$ cat src/rtl/piso_serializer.sv
// Parallel-in serial-out stage: one word per valid/ready handshake, one bit per clock.
// Define PISO_PARITY_EN to append an even-parity bit after the data bits.
module piso_serializer #(
    parameter int WIDTH     = 4,
    parameter int MSB_FIRST = 1
) (
    input  logic             clock,
    input  logic             reset,
    input  logic [WIDTH-1:0] data_in,
    input  logic             data_valid,
    output logic             data_ready,
    output logic             serial_out,
    output logic             shift_out,
    output logic             busy,
    output logic             done
);

`ifdef PISO_PARITY_EN
    localparam int N = WIDTH + 1;
`else
    localparam int N = WIDTH;
`endif
    localparam int CW = $clog2(WIDTH + 2);
    localparam logic [CW-1:0] LAST = CW'(N - 1);

    typedef enum logic [1:0] {
        IDLE  = 2'd0,
        SHIFT = 2'd1,
        DONE  = 2'd2
    } state_t;

    state_t        state_q, state_d;
    logic [CW-1:0] cnt_q, cnt_d;
    logic [N-1:0]  sreg_q, sreg_d;
    logic          serial_q, serial_d;
    logic          shift_q, shift_d;

    logic [N-1:0]  load_word;
    logic [N-1:0]  src;
    logic [N-1:0]  adv;
    logic          head;

    // Parity rides at the tail of the shift register so it leaves last.
    always_comb begin
`ifdef PISO_PARITY_EN
        load_word = (MSB_FIRST != 0) ? {data_in, ^data_in}
                                     : {^data_in, data_in};
`else
        load_word = data_in;
`endif
    end

    always_comb begin
        src  = (state_q == IDLE) ? load_word : sreg_q;
        head = (MSB_FIRST != 0) ? src[N-1] : src[0];
        adv  = (MSB_FIRST != 0) ? {src[N-2:0], 1'b0}
                                : {1'b0, src[N-1:1]};
    end

    always_comb begin
        state_d  = state_q;
        cnt_d    = cnt_q;
        sreg_d   = sreg_q;
        serial_d = 1'b0;
        shift_d  = 1'b0;
        case (state_q)
            IDLE: begin
                if (data_valid) begin
                    state_d  = SHIFT;
                    cnt_d    = '0;
                    sreg_d   = adv;
                    serial_d = head;
                    shift_d  = 1'b1;
                end
            end
            SHIFT: begin
                cnt_d = cnt_q + CW'(1);
                if (cnt_q == LAST) begin
                    state_d = DONE;
                end else begin
                    sreg_d   = adv;
                    serial_d = head;
                    shift_d  = 1'b1;
                end
            end
            DONE:    state_d = IDLE;
            default: state_d = IDLE;
        endcase
    end

    always_ff @(posedge clock) begin
        if (reset) begin
            state_q  <= IDLE;
            cnt_q    <= '0;
            sreg_q   <= '0;
            serial_q <= 1'b0;
            shift_q  <= 1'b0;
        end else begin
            state_q  <= state_d;
            cnt_q    <= cnt_d;
            sreg_q   <= sreg_d;
            serial_q <= serial_d;
            shift_q  <= shift_d;
        end
    end

    assign data_ready = (state_q == IDLE);
    assign busy       = (state_q == SHIFT) || (state_q == DONE);
    assign done       = (state_q == DONE);
    assign serial_out = serial_q;
    assign shift_out  = shift_q;

endmodule
$ cat config.mk
export PLATFORM = sky130hd
export DESIGN_NAME = piso_serializer
export DESIGN_NICKNAME = d
export VERILOG_FILES = /design/src/rtl/piso_serializer.sv
export SDC_FILE = /design/constraint.sdc
export NUM_CORES = 1
export LEC_CHECK = 0
export BUFFER_PORTS_ARGS = -buffer_cell sky130_fd_sc_hd__buf_2
export CORE_AREA = 3 3 40 42
export DETAILED_ROUTE_END_ITERATION = 12
export DIE_AREA = 0 0 43 45
export PLACE_DENSITY = 0.7
export SLEW_MARGIN = 30
export SYNTH_ARGS = -nofsm -noshare
export SYNTH_HDL_FRONTEND = slang
export SYNTH_SLANG_ARGS = --single-unit
$ cat constraint.sdc
create_clock -name clock -period 2.05 [get_ports clock]
set_input_delay 0.41 -clock clock [delete_from_list [all_inputs] [get_ports clock]]
set_output_delay 0.41 -clock clock [all_outputs]
set_load 0.005 [all_outputs]
# Yosys cells after proc, flatten, opt, wreduce, memory -nomap -nowiden
# Cells that the tools add are included.
# word_totals
reg_bits	11
output_inout_bits	5
word_cells	33
# classes
addsub	1
n_eq_ne	6
muxes	15
reduce_logical	6
# op_table
operator	count
two-way mux 4 bit	3
case mux 4 bit (2 select lines)	1
inequality test 2 bit (second input constant)	3
case mux 3 bit (2 select lines)	1
two-way mux 1 bit	4
two-way mux 2 bit	2
case mux 1 bit (2 select lines)	2
case mux 2 bit (2 select lines)	1
AND reduction 2 bit	2
adder 3 x 1 -> 3 bit (second input constant)	1
== test 3 x 2 -> 1 bit (second input constant)	1
two-way mux 3 bit	1
AND reduction 3 bit	1
== test 2 x 1 -> 1 bit (second input constant)	1
== test 2 bit (second input constant)	1
zero test 2 bit	1
nonzero test 2 bit	1
logical OR 1 bit	1

# Depth between registers and ports, before layout
# depth
ltp_word	4
depth_mapped	6

# Least setup slack after synthesis
# Ideal clock, no wire load.
# synth_path
kind	register -> register
from	register state_q[0]
to	register sreg_q[2]
setup_time_ns	0.070
t_arrival_ns	1.416
required_time_ns	1.980
slack_ns	0.564
path_stages_with_launch	7
period_less_slack_ns	1.486
path_cell_list	dfxtp_1 > inv_1 > ha_1 > buf_6 > mux2i_2 > or3_1 > a21oi_1
# synth_between
elab_chain_cells	4
# synth_lines
item	line	source
from (decl)	32	state_t state_q, state_d;
from (signal assigned)	99	state_q <= state_d;
zero test 2 bit (*)	--	
named net data_ready	11	output logic data_ready,
two-way mux 4 bit	54	src = (state_q == IDLE) ? load_word : sreg_q;
two-way mux 4 bit (on tied branches)	78, 68	
case mux 4 bit (2 select lines)	66	case (state_q)
to (signal assigned)	101	sreg_q <= sreg_d;
to (decl)	34	logic [N-1:0] sreg_q, sreg_d;
# The timed path passes the listed nets; every way through them passes the cells marked *. The select of a mux whose other input is x is not followed.
# A chain may end at the register's enable or synchronous reset.

# Worst setup path in the final report
# layout_path
from	register state_q[1]
to	output data_ready
# layout_between
elab_chain_cells	1
# layout_lines
item	line	source
zero test 2 bit	107	assign data_ready = (state_q == IDLE);
to (decl)	11	
# No other way between the ends.

==> flow_metrics.tcl <==
set metrics [dict create \
    outcome "complete, no violations" \
    netlist_area_um2 509 \
    hold_class "in -> reg" \
    io_pins 12 \
    yosys.area_share.simple_pct 17.0 \
    placed_area_um2 568 \
    worstSkewPairLatency_ns 0.26 \
    pre_cts_ws_ns 0.432 \
    avgSynthCellArea_um2 9.09 \
    start_kind "flip-flop" \
    port_buffers 11 \
    wl_per_cell_um 12.3 \
    crit_buf_inv 2 \
    start_util_pct 39.6 \
    seq_power_share_pct 45.7 \
    synth-async-reset-ratio_pct 0 \
    htreeDepth 1 \
    grt_use_total_pct 12.1 \
    cts_made_buffers 3 \
    synth_seq_area_share_pct 39.3 \
    dieWidth_um 43 \
    fin_nets 82 \
    vias 416 \
    synth_cell_types 22 \
    crit_path_max_incr_delay_ns 0.43 \
    max_cap_viol_count 0 \
    worstMarginPinSlew_ns 0.441 \
    fin_crit_ns 1.71 \
    cp_slowest_cell "ha_1" \
    finalSetupViolations 0 \
    grtUsageMet3_pct 5.98 \
    path_max_fanout 11 \
    endpoint_kind "output port" \
    hold_buffers 0 \
    grtUsageMet2_pct 19.5 \
    grt_overflow_total 0 \
    synth_top_family_by_area "simple AND/OR/NAND/NOR gates" \
    top_usage_layer "met2" \
    coreArea_mm2 0.00128 \
    instances_no_fill 84 \
    drc 0 \
    synth-compound-area-share_pct 16.5 \
    dpl.cell_count 80 \
    grt_max_degree 12 \
    dieArea_mm2 0.00194 \
    grt_pass1_vias 378 \
    crit_arrival_ns 1.30 \
    min_period_over_period_pct 83.5 \
    switchingPower_uw 118 \
    rows 13 \
    ys.flop_type "dfxtp_1" \
    fin_tns_setup_ns 0 \
    crit_required_ns 1.64 \
    final_max_slew_viol_count 0 \
    combPwrFrac_pct 16.5 \
    synthAdderAreaFrac_pct 12.3 \
    use_met1_pct 14.4 \
    synthXorXnorAreaFrac_pct 1.72 \
    root_buffer "clkbuf_4" \
    first_pass_iters 2 \
    syn_inst 56 \
    grt_first_pass_wirelength_um 1700 \
    clock_skew_ns 0.000275 \
    area_delta_synth_final_pct 18.7 \
    max_slew_margin_pct 70.6 \
    synth.area.mux_share_pct 6.63 \
    path_cells "inv_1, ha_1, buf_2" \
    post_cts_buffers 0 \
    grt_antenna_before_repair 0 \
    rsz0062_at_grt "false" \
    synth_enable_flop_cells 0 \
    ys_ff_latch 10 \
    die_h_um 45 \
    cts_resized 0 \
    n_antenna_cell 0 \
    layout_commonest_cell "buf_2" \
    p_sw_share_pct 25.3 \
    clk_pin_slew_ns 0.07 \
    yosysWarnings 0 \
    setup_ws_ns 0.339 \
    crit_type "reg -> out" \
    design_area_um2 604 \
    final_antenna_net_count 0 \
    internal-power_uw 348 \
    p_clk_share_pct 37.8 \
    hold_viol_final 0 \
    power_density_mw_per_mm2 771 \
    tritoncts "done" \
    drive_gt1_share_pct 23.2 \
    leakage_uw 0.000283 \
    routed_wl_um 1030 \
    layout_common_cells "11 x buf_2, 10 x dfxtp_1, 6 x a21oi_1" \
    clockBufferDepth 2 \
    max_freq_mhz 585 \
    gp_congestion 0.761 \
    peakVddDrop_mv 0.352 \
    final_util_pct 47.0 \
    dp_hpwl_um 789 \
    via_per_inst 4.95 \
    drtIter0Drc 6 \
    cp_top_family "adder cells" \
    synth_nets 68 \
    cts.sinks 10 \
]
==> synth_stat cells, types with 2 or more instances <==
cell type  instances  share of area (%)
nand2_1            3                2.2
nand2b_1           2                2.5
and2_1             2                2.5
a32oi_1            2                3.4
inv_1              5                3.7
o21ai_0            4                3.9
ha_1               5                 12
or3_1              2                2.5
mux2i_1            2                3.9
nor2_1             3                2.2
a21oi_1            6                5.9
dfxtp_1           10                 39
==> logic make-up after synthesis <==
kind of cell	count (synthesis)
and+or+nand+nor	16
AOI/OAI and AO/OA	14
DFF	10
buffers and inverters	7
adders and majority gates	5
muxes	3
xor gates and xnor gates	1
==> area by class of cell <==
cell class | count | area (um^2)
Fill cell | 120 | 681
Multi-Input combinational cell | 39 | 275
Sequential cell | 10 | 200
Timing Repair Buffer | 11 | 55.1
Clock buffer | 4 | 36.3
Inverter | 5 | 18.8
Tap cell | 15 | 18.8
==> power by group through the flow <==
stage / Sequential, uW / Combinational (uW) / Clock, uW
final: 213 / 77.0 / 176
after global routing: 214 / 86.6 / 188
after CTS: 213 / 77.0 / 182
after detailed placement: 217 / 76.6 / 0
after global placement: 217 / 74.2 / 0
after floorplan: 216 / 56.2 / 0
==> layer usage <==
layer  up-vias  routed length, um
met2        12                476
met1       184                484
met3         0                 70
met5         -                  0
met4         0                  0
li1        220                  -
==> stage by stage <==
stage | power (uW) | hold slack (ns)
2_1_floorplan | 273 | 0.449
3_3_place_gp | 291 | 0.461
3_5_place_dp | 294 | 0.465
4_1_cts | 472 | 0.423
5_1_grt | 489 | 0.437
6_report | 466 | 0.428
==> path summary, 6_finish.rpt <==
| check | cells after the start | from | slack (ns) | to |
|---|---|---|---|---|
| setup / recovery | 3 | state_q[1] | 0.34 | data_ready |
| hold / removal | 2 | reset | 0.43 | sreg_q[3] |
| setup reg to reg | 5 | state_q[1] | 0.41 | sreg_q[2] |
| hold reg to reg | 2 | sreg_q[3] | 0.47 | sreg_q[3] |
==> sequential cells by signal, summed over array words and instances (netlist names) <==
register    count
sreg_q          3
shift_out       1
cnt_q           3
serial_out      1
state_q         2
No activity file was read; power rests on OpenSTA's default activity.
